$ cat config.mk
export PLATFORM = sky130hd
export DESIGN_NAME = matmul_scheduler
export DESIGN_NICKNAME = d
export VERILOG_FILES = /design/src/rtl/matmul_scheduler.sv
export SDC_FILE = /design/constraint.sdc
export NUM_CORES = 1
export LEC_CHECK = 0
export ABC_AREA = 1
export BUFFER_PORTS_ARGS = -buffer_cell sky130_fd_sc_hd__buf_2
export CORE_MARGIN = 5
export CORE_UTILIZATION = 50
export DETAILED_ROUTE_END_ITERATION = 12
export PLACE_DENSITY = 0.75
export SYNTH_ARGS = -nofsm -noshare
export SYNTH_HDL_FRONTEND = slang
export SYNTH_SLANG_ARGS = --single-unit
$ cat constraint.sdc
create_clock -name clk_i -period 6.4 [get_ports clk_i]
set_input_delay 1.28 -clock clk_i [delete_from_list [all_inputs] [get_ports clk_i]]
set_output_delay 1.28 -clock clk_i [all_outputs]
set_load 0.005 [all_outputs]
$ cat src/rtl/matmul_scheduler.sv
// Sequencer for the matrix-multiply datapath: loads A/B operand rows, runs the
// systolic array, writes result rows to a scratchpad and gathers overflow flags.
module matmul_scheduler #(
    parameter  int BUS_WIDTH   = 32,
    parameter  int DATA_WIDTH  = 8,
    parameter  int SP_NTARGETS = 4,
    localparam int MAX_DIM     = BUS_WIDTH / DATA_WIDTH,
    localparam int IDXW        = $clog2(MAX_DIM),
    localparam int TW          = $clog2(SP_NTARGETS)
) (
    input  logic                         clk_i,
    input  logic                         rst_ni,
    input  logic                         start_i,
    input  logic [IDXW-1:0]              n_dim_i,
    input  logic [IDXW-1:0]              k_dim_i,
    input  logic [IDXW-1:0]              m_dim_i,
    input  logic [TW-1:0]                target_i,
    input  logic [MAX_DIM-1:0]           ovf_i,
    output logic                         busy_o,
    output logic                         rd_en_o,
    output logic                         rd_sel_o,
    output logic [IDXW-1:0]              rd_row_o,
    output logic                         load_a_o,
    output logic                         load_b_o,
    output logic                         pe_clr_o,
    output logic                         pe_en_o,
    output logic                         wr_en_o,
    output logic [TW-1:0]                wr_target_o,
    output logic [IDXW-1:0]              wr_row_o,
    output logic [MAX_DIM*MAX_DIM-1:0]   flags_o,
    output logic                         done_o,
    output logic                         start_err_o
);
    // Longest phase (COMPUTE) counts up to 3*(MAX_DIM-1); one spare value avoids wrap.
    localparam int CW = $clog2(3 * (MAX_DIM - 1) + 2);

    typedef enum logic [2:0] {IDLE, LOAD, COMPUTE, WRITEBACK, DONE} state_t;

    state_t                       state_q, state_d;
    logic [CW-1:0]                cnt_q, cnt_d;
    logic [IDXW-1:0]              n_q, n_d, k_q, k_d, m_q, m_d;
    logic [TW-1:0]                tgt_q, tgt_d;
    logic [CW-1:0]                ne_q, ke_q, me_q, ne_d, ke_d;
    logic                         accept;

    logic                         busy_q, busy_d, rd_en_q, rd_en_d, rd_sel_q, rd_sel_d;
    logic [IDXW-1:0]              rd_row_q, rd_row_d, wr_row_q, wr_row_d;
    logic                         load_a_q, load_a_d, load_b_q, load_b_d;
    logic                         pe_clr_q, pe_clr_d, pe_en_q, pe_en_d, wr_en_q, wr_en_d;
    logic [TW-1:0]                wr_target_q, wr_target_d;
    logic [MAX_DIM*MAX_DIM-1:0]   flags_q, flags_d, flag_set;
    logic                         done_q, done_d, start_err_q, start_err_d;

    assign ne_q = CW'(n_q);
    assign ke_q = CW'(k_q);
    assign me_q = CW'(m_q);

    // Overflow for element (row, col) is captured while that row is on the write port.
    for (genvar gi = 0; gi < MAX_DIM * MAX_DIM; gi++) begin : g_flag
        assign flag_set[gi] = wr_en_q && (wr_row_q == IDXW'(gi / MAX_DIM))
                              && ((gi % MAX_DIM) <= int'(m_q)) && ovf_i[gi % MAX_DIM];
    end

    always_comb begin
        state_d     = state_q;
        cnt_d       = cnt_q + CW'(1);
        n_d         = n_q;
        k_d         = k_q;
        m_d         = m_q;
        tgt_d       = tgt_q;
        accept      = 1'b0;
        start_err_d = 1'b0;

        case (state_q)
            IDLE: begin
                cnt_d = cnt_q;
                if (start_i) begin
                    accept  = 1'b1;
                    state_d = LOAD;
                    cnt_d   = '0;
                    n_d     = n_dim_i;
                    k_d     = k_dim_i;
                    m_d     = m_dim_i;
                    tgt_d   = target_i;
                end
            end
            LOAD: begin
                start_err_d = start_i;
                if (cnt_q == ne_q + ke_q + CW'(2)) begin
                    state_d = COMPUTE;
                    cnt_d   = '0;
                end
            end
            COMPUTE: begin
                start_err_d = start_i;
                if (cnt_q == ne_q + ke_q + me_q) begin
                    state_d = WRITEBACK;
                    cnt_d   = '0;
                end
            end
            WRITEBACK: begin
                start_err_d = start_i;
                if (cnt_q == ne_q) begin
                    state_d = DONE;
                    cnt_d   = '0;
                end
            end
            default: begin
                start_err_d = start_i;
                state_d     = IDLE;
                cnt_d       = '0;
            end
        endcase

        // Outputs are decoded from the next state so they appear registered and aligned.
        ne_d        = CW'(n_d);
        ke_d        = CW'(k_d);
        busy_d      = (state_d != IDLE);
        rd_en_d     = (state_d == LOAD) && (cnt_d <= ne_d + ke_d + CW'(1));
        rd_sel_d    = rd_en_d && (cnt_d > ne_d);
        rd_row_d    = '0;
        if (rd_en_d) begin
            rd_row_d = rd_sel_d ? IDXW'(cnt_d - ne_d - CW'(1)) : IDXW'(cnt_d);
        end
        load_a_d    = rd_en_q & ~rd_sel_q;
        load_b_d    = rd_en_q & rd_sel_q;
        pe_clr_d    = (state_d == LOAD) && (cnt_d == '0);
        pe_en_d     = (state_d == COMPUTE);
        wr_en_d     = (state_d == WRITEBACK);
        wr_row_d    = wr_en_d ? IDXW'(cnt_d) : '0;
        wr_target_d = wr_en_d ? tgt_d : '0;
        done_d      = (state_d == DONE);
        flags_d     = accept ? '0 : (flags_q | flag_set);
    end

    always_ff @(posedge clk_i or negedge rst_ni) begin
        if (!rst_ni) begin
            state_q     <= IDLE;
            cnt_q       <= '0;
            n_q         <= '0;
            k_q         <= '0;
            m_q         <= '0;
            tgt_q       <= '0;
            busy_q      <= 1'b0;
            rd_en_q     <= 1'b0;
            rd_sel_q    <= 1'b0;
            rd_row_q    <= '0;
            load_a_q    <= 1'b0;
            load_b_q    <= 1'b0;
            pe_clr_q    <= 1'b0;
            pe_en_q     <= 1'b0;
            wr_en_q     <= 1'b0;
            wr_target_q <= '0;
            wr_row_q    <= '0;
            flags_q     <= '0;
            done_q      <= 1'b0;
            start_err_q <= 1'b0;
        end else begin
            state_q     <= state_d;
            cnt_q       <= cnt_d;
            n_q         <= n_d;
            k_q         <= k_d;
            m_q         <= m_d;
            tgt_q       <= tgt_d;
            busy_q      <= busy_d;
            rd_en_q     <= rd_en_d;
            rd_sel_q    <= rd_sel_d;
            rd_row_q    <= rd_row_d;
            load_a_q    <= load_a_d;
            load_b_q    <= load_b_d;
            pe_clr_q    <= pe_clr_d;
            pe_en_q     <= pe_en_d;
            wr_en_q     <= wr_en_d;
            wr_target_q <= wr_target_d;
            wr_row_q    <= wr_row_d;
            flags_q     <= flags_d;
            done_q      <= done_d;
            start_err_q <= start_err_d;
        end
    end

    assign busy_o      = busy_q;
    assign rd_en_o     = rd_en_q;
    assign rd_sel_o    = rd_sel_q;
    assign rd_row_o    = rd_row_q;
    assign load_a_o    = load_a_q;
    assign load_b_o    = load_b_q;
    assign pe_clr_o    = pe_clr_q;
    assign pe_en_o     = pe_en_q;
    assign wr_en_o     = wr_en_q;
    assign wr_target_o = wr_target_q;
    assign wr_row_o    = wr_row_q;
    assign flags_o     = flags_q;
    assign done_o      = done_q;
    assign start_err_o = start_err_q;

endmodule
After elaboration in Yosys (flattened, before gate mapping)
Index checks and enable logic that the tools add are counted.

storage, ports and cells
  flip-flop bits (word level) = 47
  input bits = 15
  word-level logic and storage cells = 114

cells by class
  add/sub/neg operators = 8
  magnitude comparators = 5
  eq/ne operators = 13
  mux-type cells = 24
  bitwise operators = 4
  reduce and logical (&&, ||, !) cells = 40

operator list
  kind                                                 number
  logical AND 1 bit                                    35
  two-way mux 2 bit                                    10
  two-way mux 16 bit                                   1
  two-way mux 4 bit                                    4
  OR 16 bit                                            1
  one-hot mux 4 bit (4 select lines)                   1
  equality test 3 x 2 -> 1 bit, second input constant  4
  two-way mux 3 bit                                    4
  one-hot mux 3 bit (4 select lines)                   1
  equality test 4 bit                                  2
  adder 2 x 2 -> 3 bit                                 2
  equality test 3 x 1 -> 1 bit, second input constant  2
  adder 3 x 1 -> 4 bit, second input constant          1
  adder 3 x 2 -> 4 bit                                 1
  adder 4 x 1 -> 4 bit, second input constant          1
  adder 4 x 2 -> 4 bit, second input constant          1
  equality test 2 bit, second input constant           2
  equality test 4 x 2 -> 1 bit                         1
  > comparator 4 x 2 -> 1 bit                          1
  <= comparator 2 bit, first input constant            2
  <= comparator 4 bit                                  1
  logical NOT 4 bit                                    1
  equality test 3 bit, second input constant           1
  logical NOT 3 bit                                    1
  other kinds (10)                                     13

Logic depth before layout (Yosys ltp)
Gate-level depths: netlist of run 1.

  word-level depth = 10
  depth in mapped cells = 22
  mapped depth without buffers = 22

Worst setup path before layout of run 1
Ideal clock, no wire load.

  path type = input -> register
  start point = input start_i
  end point = register rd_row_q[0], in the netlist rd_row_o[0]
  library setup time = 71 ps
  arrival time = 3722 ps
  data required time = 6329 ps
  setup slack = 2607 ps
  stages on the path = 17
  buffers on the path = 0
  cell sequence = inv_1 nor2_2 inv_1 or2_2 o21ai_0 ha_1 inv_1 fa_1 inv_1 ha_1 inv_1 nor2_1 o21ai_0 a32oi_1 nor3b_4 nand2_1 nor2_1

between the ends
  word-level cells in the longest chain between the ends = 9
  elaborated cells on any way between the ends = 19

RTL lines
  element               line  text
  start, declared       13    input logic start_i,
  two-way mux 2 bit     77    if (start_i) begin
  two-way mux 2 bit     74    case (state_q)
  adder 2 x 2 -> 3 bit  119   rd_en_d = (state_d == LOAD) && (cnt_d <= ne_d + ke_d + CW'(1));
  adder 3 x 1 -> 4 bit  119
  <= comparator 4 bit   119
  logical AND 1 bit *   119
  net rd_en_d           46    logic busy_q, busy_d, rd_en_q, rd_en_d, rd_sel_q, rd_sel_d;
  logical AND 1 bit     120   rd_sel_d = rd_en_d && (cnt_d > ne_d);
  two-way mux 2 bit     123   rd_row_d = rd_sel_d ? IDXW'(cnt_d - ne_d - CW'(1)) : IDXW'(cnt_d);
  two-way mux 2 bit *   122   if (rd_en_d) begin
  net rd_row_d[0]       47    logic [IDXW-1:0] rd_row_q, rd_row_d, wr_row_q, wr_row_d;
  end signal, assigned  168   rd_row_q <= rd_row_d;
  end, declared         47

The timed path passes the listed nets; every way through them passes the cells marked *.
A chain may end at the register's enable or synchronous reset.

Final worst setup path of run 1
  start point = input start_i
  end point = register rd_row_q[1], in the netlist rd_row_o[1]

The elaborated chain is that of the path after synthesis.

==> flow_metrics.env, run 1 <==
export IMPL_port_buffers=46
export IMPL_cts_setup_buffers=0
export IMPL_ant_nets=0
export IMPL_arrival_ns=4.32
export IMPL_p_per_area_nw_per_um2=611.1
export IMPL_fp_row_count=25
export IMPL_drive_gt1_share_pct=25.00
export IMPL_fin_tns_setup_ns=0
export IMPL_die_area_sq_um=6568
export IMPL_setup_slack_ns=2.324
export IMPL_synth_seq_cells=47
export IMPL_postCtsHoldBufs=0
export IMPL_p_leak_nw=1.675
export IMPL_grt_pass1_wl_microns=9370
export IMPL_cap_violations=0
export IMPL_yosysWarningCount=0
export IMPL_avgViaCountPerCell=4.949
export IMPL_clk_insertion_delay_late_ns=0.31
export IMPL_relSlewSlack_pct=33.62
export IMPL_cts_tree="yes"
export IMPL_antenna_found_initial=0
export IMPL_num_vias=2054
export IMPL_htree_levels=2
export IMPL_synth_cells=296
export IMPL_worst_pin_slew_ns=0.9957
export IMPL_critPathKind="input port to flip-flop"
export IMPL_grt_pass1_vias=2035
export IMPL_grt_ovfl_total=0
export IMPL_num_antenna_cells=0
export IMPL_ir_drop_v=0.0002990
export IMPL_io_pins=47
export IMPL_drc_errors=0
export IMPL_period_share_pct=63.69
export IMPL_netlist_area_sq_um=2524
export IMPL_drv_slew=0
export IMPL_skew_ns=0.007494
export IMPL_dp_cells=407
export IMPL_power_total_mw=1.790
export IMPL_final_common_cell="nand2_1"
export IMPL_fin_nets=376
export IMPL_syn_nets=325
export IMPL_routed_wl_microns=5353
export IMPL_hold_path_class="flip-flop to flip-flop"
export IMPL_detailedPlace_worstSlack_ns=1.987
export IMPL_dp_hpwl_microns=4187
export IMPL_clock_path_buffers=2
export IMPL_die_w_microns=81.05
export IMPL_track_usage_pct=18.40
export IMPL_min_period_ns=4.076
export IMPL_grt_max_degree=48
export IMPL_hold_violations=0
export IMPL_core_area_sq_um=4817
export IMPL_drt_iter0_drc=112
export IMPL_clk_pin_slew_ns=0.09
export IMPL_critPathRequiredTime_ns=6.64
export IMPL_fin_util_pct=60.81
export IMPL_max_freq_mhz=245.3
export IMPL_fillers=444
export IMPL_setup_viol_count_final=0
export IMPL_clk_root_buffer_cell="clkbuf_8"
export IMPL_fp_dieH_microns=81.05
export IMPL_seq_area_frac_synth_pct=46.60
export IMPL_status="complete, no violations"
export IMPL_wl_per_cell_microns=12.90
export IMPL_firstDrtPassIters=4
export IMPL_start_util_pct=52.39
export IMPL_post_cts_resized=0
export IMPL_rsz0062_at_grt="no"
export IMPL_numCtsBuffers=5
export IMPL_area_delta_synth_final_pct=16.06
export IMPL_worst_setup_path_end_kind="flip-flop"
export IMPL_ys_types=36
export IMPL_clock_sinks=47
export IMPL_start_kind="input port"
export IMPL_avgSynthCellArea_sq_um=8.526
export IMPL_gp_congestion=0.8552
export IMPL_mostFrequentLayoutCells="59 x nand2_1, 52 x inv_1, 47 x dfrtp_1"
export IMPL_fin_cells=415
export IMPL_cp_max_fo=25
## power by group
| group | total [mW] | switching (mW) | internal, mW |
|---|---|---|---|
| logic | 1.14 | 0.707 | 0.429 |
| registers | 0.461 | 0.0723 | 0.389 |
| clock network | 0.194 | 0.113 | 0.0811 |
## flip-flops by register name, summed over array words and instances, names as in the netlist
name and cells:
busy_o 1, cnt_q 4, done_o 1, flags_o 16, k_q 2, load_a_o 1
load_b_o 1, m_q 2, n_q 2, pe_clr_o 1, pe_en_o 1, rd_en_o 1
rd_row_o 2, rd_sel_o 1, start_err_o 1, state_q 3, tgt_q 2, wr_en_o 1
wr_row_o 2, wr_target_o 2
## synth_stat cells
master,number,area [sq um]
nand2_1,59,221.5
inv_1,52,195.2
dfrtp_1,47,1176
nor2_1,28,105.1
a21oi_1,16,80.08
nand3_1,14,70.07
ha_1,11,137.6
o21ai_0,9,45.04
nand2_2,7,43.79
inv_2,5,18.77
nor3_1,5,25.02
or2_2,4,25.02
and2_1,3,18.77
fa_1,3,60.06
nand3_2,3,30.03
nor2_2,3,18.77
o21a_1,3,22.52
clkbuf_1,2,7.510
nand4_1,2,12.51
nor2_4,2,22.52
nor4_1,2,12.51
xor2_1,2,17.52
a211oi_2,1,12.51
a32oi_1,1,8.760
buf_2,1,5.000
clkinv_1,1,3.750
clkinv_2,1,5.000
nand2_4,1,11.26
nand3_4,1,17.52
nand3b_1,1,7.510
nand4_2,1,12.51
nor3b_4,1,18.77
o2111ai_4,1,26.28
o211ai_1,1,7.510
o21ai_1,1,5.000
xor2_2,1,16.27
## critical path, cell delays in order
cell and delay (ns):
buf_2 0.08, inv_1 0.05, nor2_2 0.10, buf_4 0.25
inv_1 0.19, or2_2 0.30, o21ai_0 0.16, ha_1 0.21
inv_1 0.05, fa_1 0.47, inv_1 0.04, ha_1 0.28
inv_1 0.06, nor2_1 0.03, o21ai_0 0.18, a32oi_1 0.13
nor3b_4 0.28, nand2_1 0.09, nor2_1 0.08
## per-stage QoR
stage / instance area (sq um) / hold slack (ns)
after floorplan: 2524 / 0.4313
after global placement: 2833 / 0.4330
after detailed placement: 2833 / 0.4334
after CTS: 2929 / 0.4477
after global routing: 2929 / 0.4696
final: 2929 / 0.4458
## worst paths after layout
kind | from | endpoint | slack, ns | depth (start not counted)
worst max-delay path | start_i | rd_row_o[1] | 2.32 | 19
worst min-delay path | rd_sel_o | load_a_o | 0.45 | 1
worst max register to register | state_q[2] | rd_row_o[1] | 2.73 | 19
worst min register to register | rd_sel_o | load_a_o | 0.45 | 1
max in group asynchronous | rst_ni | cnt_q[1] | 4.65 | 1
min in group asynchronous | rst_ni | k_q[1] | 1.13 | 1
## routing by layer
layer | up-vias | wire (microns) | global-route usage, %
li1 | 1026 | - | -
met1 | 969 | 2436 | 24.16
met2 | 57 | 2585 | 30.38
met3 | 2 | 305 | 4.435
met4 | 0 | 25 | 5.068
met5 | - | 0 | 0
## cell families after synthesis
kind of cell	share of synthesized area (%)
fa+ha+maj	7.833
simple gates	26.67
buf+inv	9.321
xor+xnor	1.339
flops	46.60
compound gates	8.230
## cell type report
| cell class | count | area (sq um) | share of cell area (%) |
|---|---|---|---|
| Inverter | 59 | 222.7 | 7.604 |
| Multi-Input combinational cell | 187 | 1112 | 37.98 |
| Clock inverter | 3 | 27.53 | 0.9398 |
| Sequential cell | 47 | 1176 | 40.15 |
| Tap cell | 67 | 83.83 | 2.862 |
| Timing Repair Buffer | 47 | 237.7 | 8.116 |
| Clock buffer | 5 | 68.82 | 2.349 |
No activity file was read; power rests on OpenSTA's default activity.
==> run 2, diff against run 1 <==
- PLACE_DENSITY: 0.75 -> 0.78
- clock period: 6.4 -> 3.7 ns (I/O delays scaled with it)
==> run 2 against run 1 <==
Net effect: sequential cell count unchanged; sequential share of layout area decreased by 0.86 points; combinational power increased by 89%; critical path depth increased by 2; worst setup slack got worse by 2.1 ns; clock skew increased by 0.0023 ns; cell count increased by 1.2%; critical path type is now flip-flop to flip-flop.
==> flow_metrics.env, run 2 (same netlist as run 1, synthesis figures left out) <==
export IMPL_status="complete, no violations"
export IMPL_met3_usage_pct=3.880
export IMPL_final_cell_area_sq_um=2993
export IMPL_worst_pin_slew_ns=1.031
export IMPL_grt_pass1_wl_microns=9301
export IMPL_cap_violations=0
export IMPL_track_usage_pct=18.47
export IMPL_largest_reg_flops=16
export IMPL_p_per_area_nw_per_um2=1092
export IMPL_grt_max_degree=48
export IMPL_hold_slack_ns=0.4413
export IMPL_clk_insertion_delay_late_ns=0.31
export IMPL_die_area_sq_um=6568
export IMPL_r2r_slack_ns=0.21
export IMPL_fillers=451
export IMPL_fin_nets=381
export IMPL_seqPwrFrac_pct=24.2
export IMPL_drt_iter0_drc=101
export IMPL_mostFrequentLayoutCells="58 x nand2_1, 52 x inv_1, 47 x dfrtp_1"
export IMPL_period_share_pct=94.27
export IMPL_ir_drop_v=0.0005777
export IMPL_hold_path_class="flip-flop to flip-flop"
export IMPL_fp_row_count=25
export IMPL_busiest_layer="met2"
export IMPL_ant_nets=0
export IMPL_cp_max_fo=5
export IMPL_power_combinational_fraction_pct=66.0
export IMPL_grt_pass1_vias=2080
export IMPL_cts_tree="yes"
export IMPL_fin_tns_setup_ns=0
export IMPL_area_delta_synth_final_pct=18.59
export IMPL_grt_util_met2_pct=30.30
export IMPL_relSlewSlack_pct=31.27
export IMPL_p_leak_nw=1.705
export IMPL_critPathKind="flip-flop to flip-flop"
export IMPL_core_area_sq_um=4817
export IMPL_io_pins=47
export IMPL_num_vias=2047
export IMPL_drive_gt1_share_pct=26.91
export IMPL_die_w_microns=81.05
export IMPL_clock_path_buffers=2
export IMPL_grtUsageMet1_pct=23.08
export IMPL_htree_levels=2
export IMPL_avgViaCountPerCell=4.874
export IMPL_crit_family="adder cells"
export IMPL_drc_errors=0
export IMPL_drv_slew=0
export IMPL_internal_power_mw=1.668
export IMPL_start_util_pct=52.39
export IMPL_skew_ns=0.009752
export IMPL_swShare_pct=48.95
export IMPL_num_antenna_cells=0
export IMPL_path_cells="ha_1 > inv_1 > fa_1 > fa_1 > nand2_1 > inv_1 > nor2_2 > nand2_2 > nor2_4 > nand2_4 > nand2_1 > nand4_1 > nand2_2 > ha_1 > or2_2 > nand2_1 > nand2_2 > nand2_1 > nand2_1 > nand2_1 > nor2_1"
export IMPL_start_kind="flip-flop"
export IMPL_clock_sinks=47
export IMPL_dp_hpwl_microns=4104
export IMPL_routed_wl_microns=5518
export IMPL_worst_setup_path_end_kind="flip-flop"
export IMPL_setup_viol_count_final=0
export IMPL_arrival_ns=3.69
export IMPL_clk_root_buffer_cell="clkbuf_8"
export IMPL_placed_area_sq_um=2840
export IMPL_critPathMaxStageDelay_ns=0.59
export IMPL_max_freq_mhz=286.7
export IMPL_fin_util_pct=62.13
export IMPL_grt_ovfl_total=0
export IMPL_setup_slack_ns=0.2122
export IMPL_clk_pin_slew_ns=0.08
export IMPL_final_common_cell="nand2_1"
export IMPL_wl_per_cell_microns=13.14
export IMPL_p_switching_mw=1.600
export IMPL_crit_slowest_cell="fa_1"
export IMPL_detailedPlace_worstSlack_ns=0.1872
export IMPL_port_buffers=46
export IMPL_antenna_found_initial=0
export IMPL_critPathRequiredTime_ns=3.90
export IMPL_firstDrtPassIters=4
export IMPL_min_period_ns=3.488
export IMPL_hold_violations=0
export IMPL_numCtsBuffers=5
export IMPL_fp_dieH_microns=81.05
export IMPL_critPathMostFrequentCell="nand2_1"
export IMPL_clockPowerShare_pct=9.8
export IMPL_crit_buf_inv=2
export IMPL_gp_congestion=0.8011
-- run 2: path summary, 6_finish.rpt --
kind | end | start | depth (start not counted)
min in group asynchronous | flags_o[10] | rst_ni | 1
hold / removal | load_a_o | rd_sel_o | 1
hold reg to reg | load_a_o | rd_sel_o | 1
max in group asynchronous | pe_clr_o | rst_ni | 1
setup / recovery | rd_row_o[1] | n_q[0] | 21
setup reg to reg | rd_row_o[1] | n_q[0] | 21
-- run 2: power by group through the flow --
stage | clock network [mW] | registers (mW) | logic (mW)
after floorplan | 0 | 0.779 | 1.53
after global placement | 0 | 0.799 | 1.89
after detailed placement | 0 | 0.802 | 1.95
after CTS | 0.330 | 0.792 | 1.97
after global routing | 0.351 | 0.811 | 2.46
final | 0.319 | 0.792 | 2.16
-- run 2: metal layers --
layer,vias up,share of wire (%)
li1,1031,-
met1,957,47
met2,46,47
met3,13,3.8
met4,0,2.5
met5,-,0
-- run 2: cell type report --
cell class,instances,area [sq um],share of cell area [%]
Timing Repair Buffer,52,275.3,9.197
Clock buffer,5,68.82,2.299
Clock inverter,3,22.52,0.7525
Inverter,59,222.7,7.441
Sequential cell,47,1176,39.30
Multi-Input combinational cell,187,1144,38.21
Tap cell,67,83.83,2.801
-- run 2: what timing repair did --
item | 4_1_cts | 5_1_grt
setup endpoints to repair | 0 | 3
hold buffers | 0 | 0
resized for setup | 0 | 5
buffers inserted | 0 | 4
endpoints found under the hold margin | 0 | 0
-- run 2: through the flow --
step	total power [mW]	std cells
after detailed placement	2.756	408
final	3.268	420
after global routing	3.620	420
after CTS	3.088	416
after floorplan	2.314	296
after global placement	2.693	408
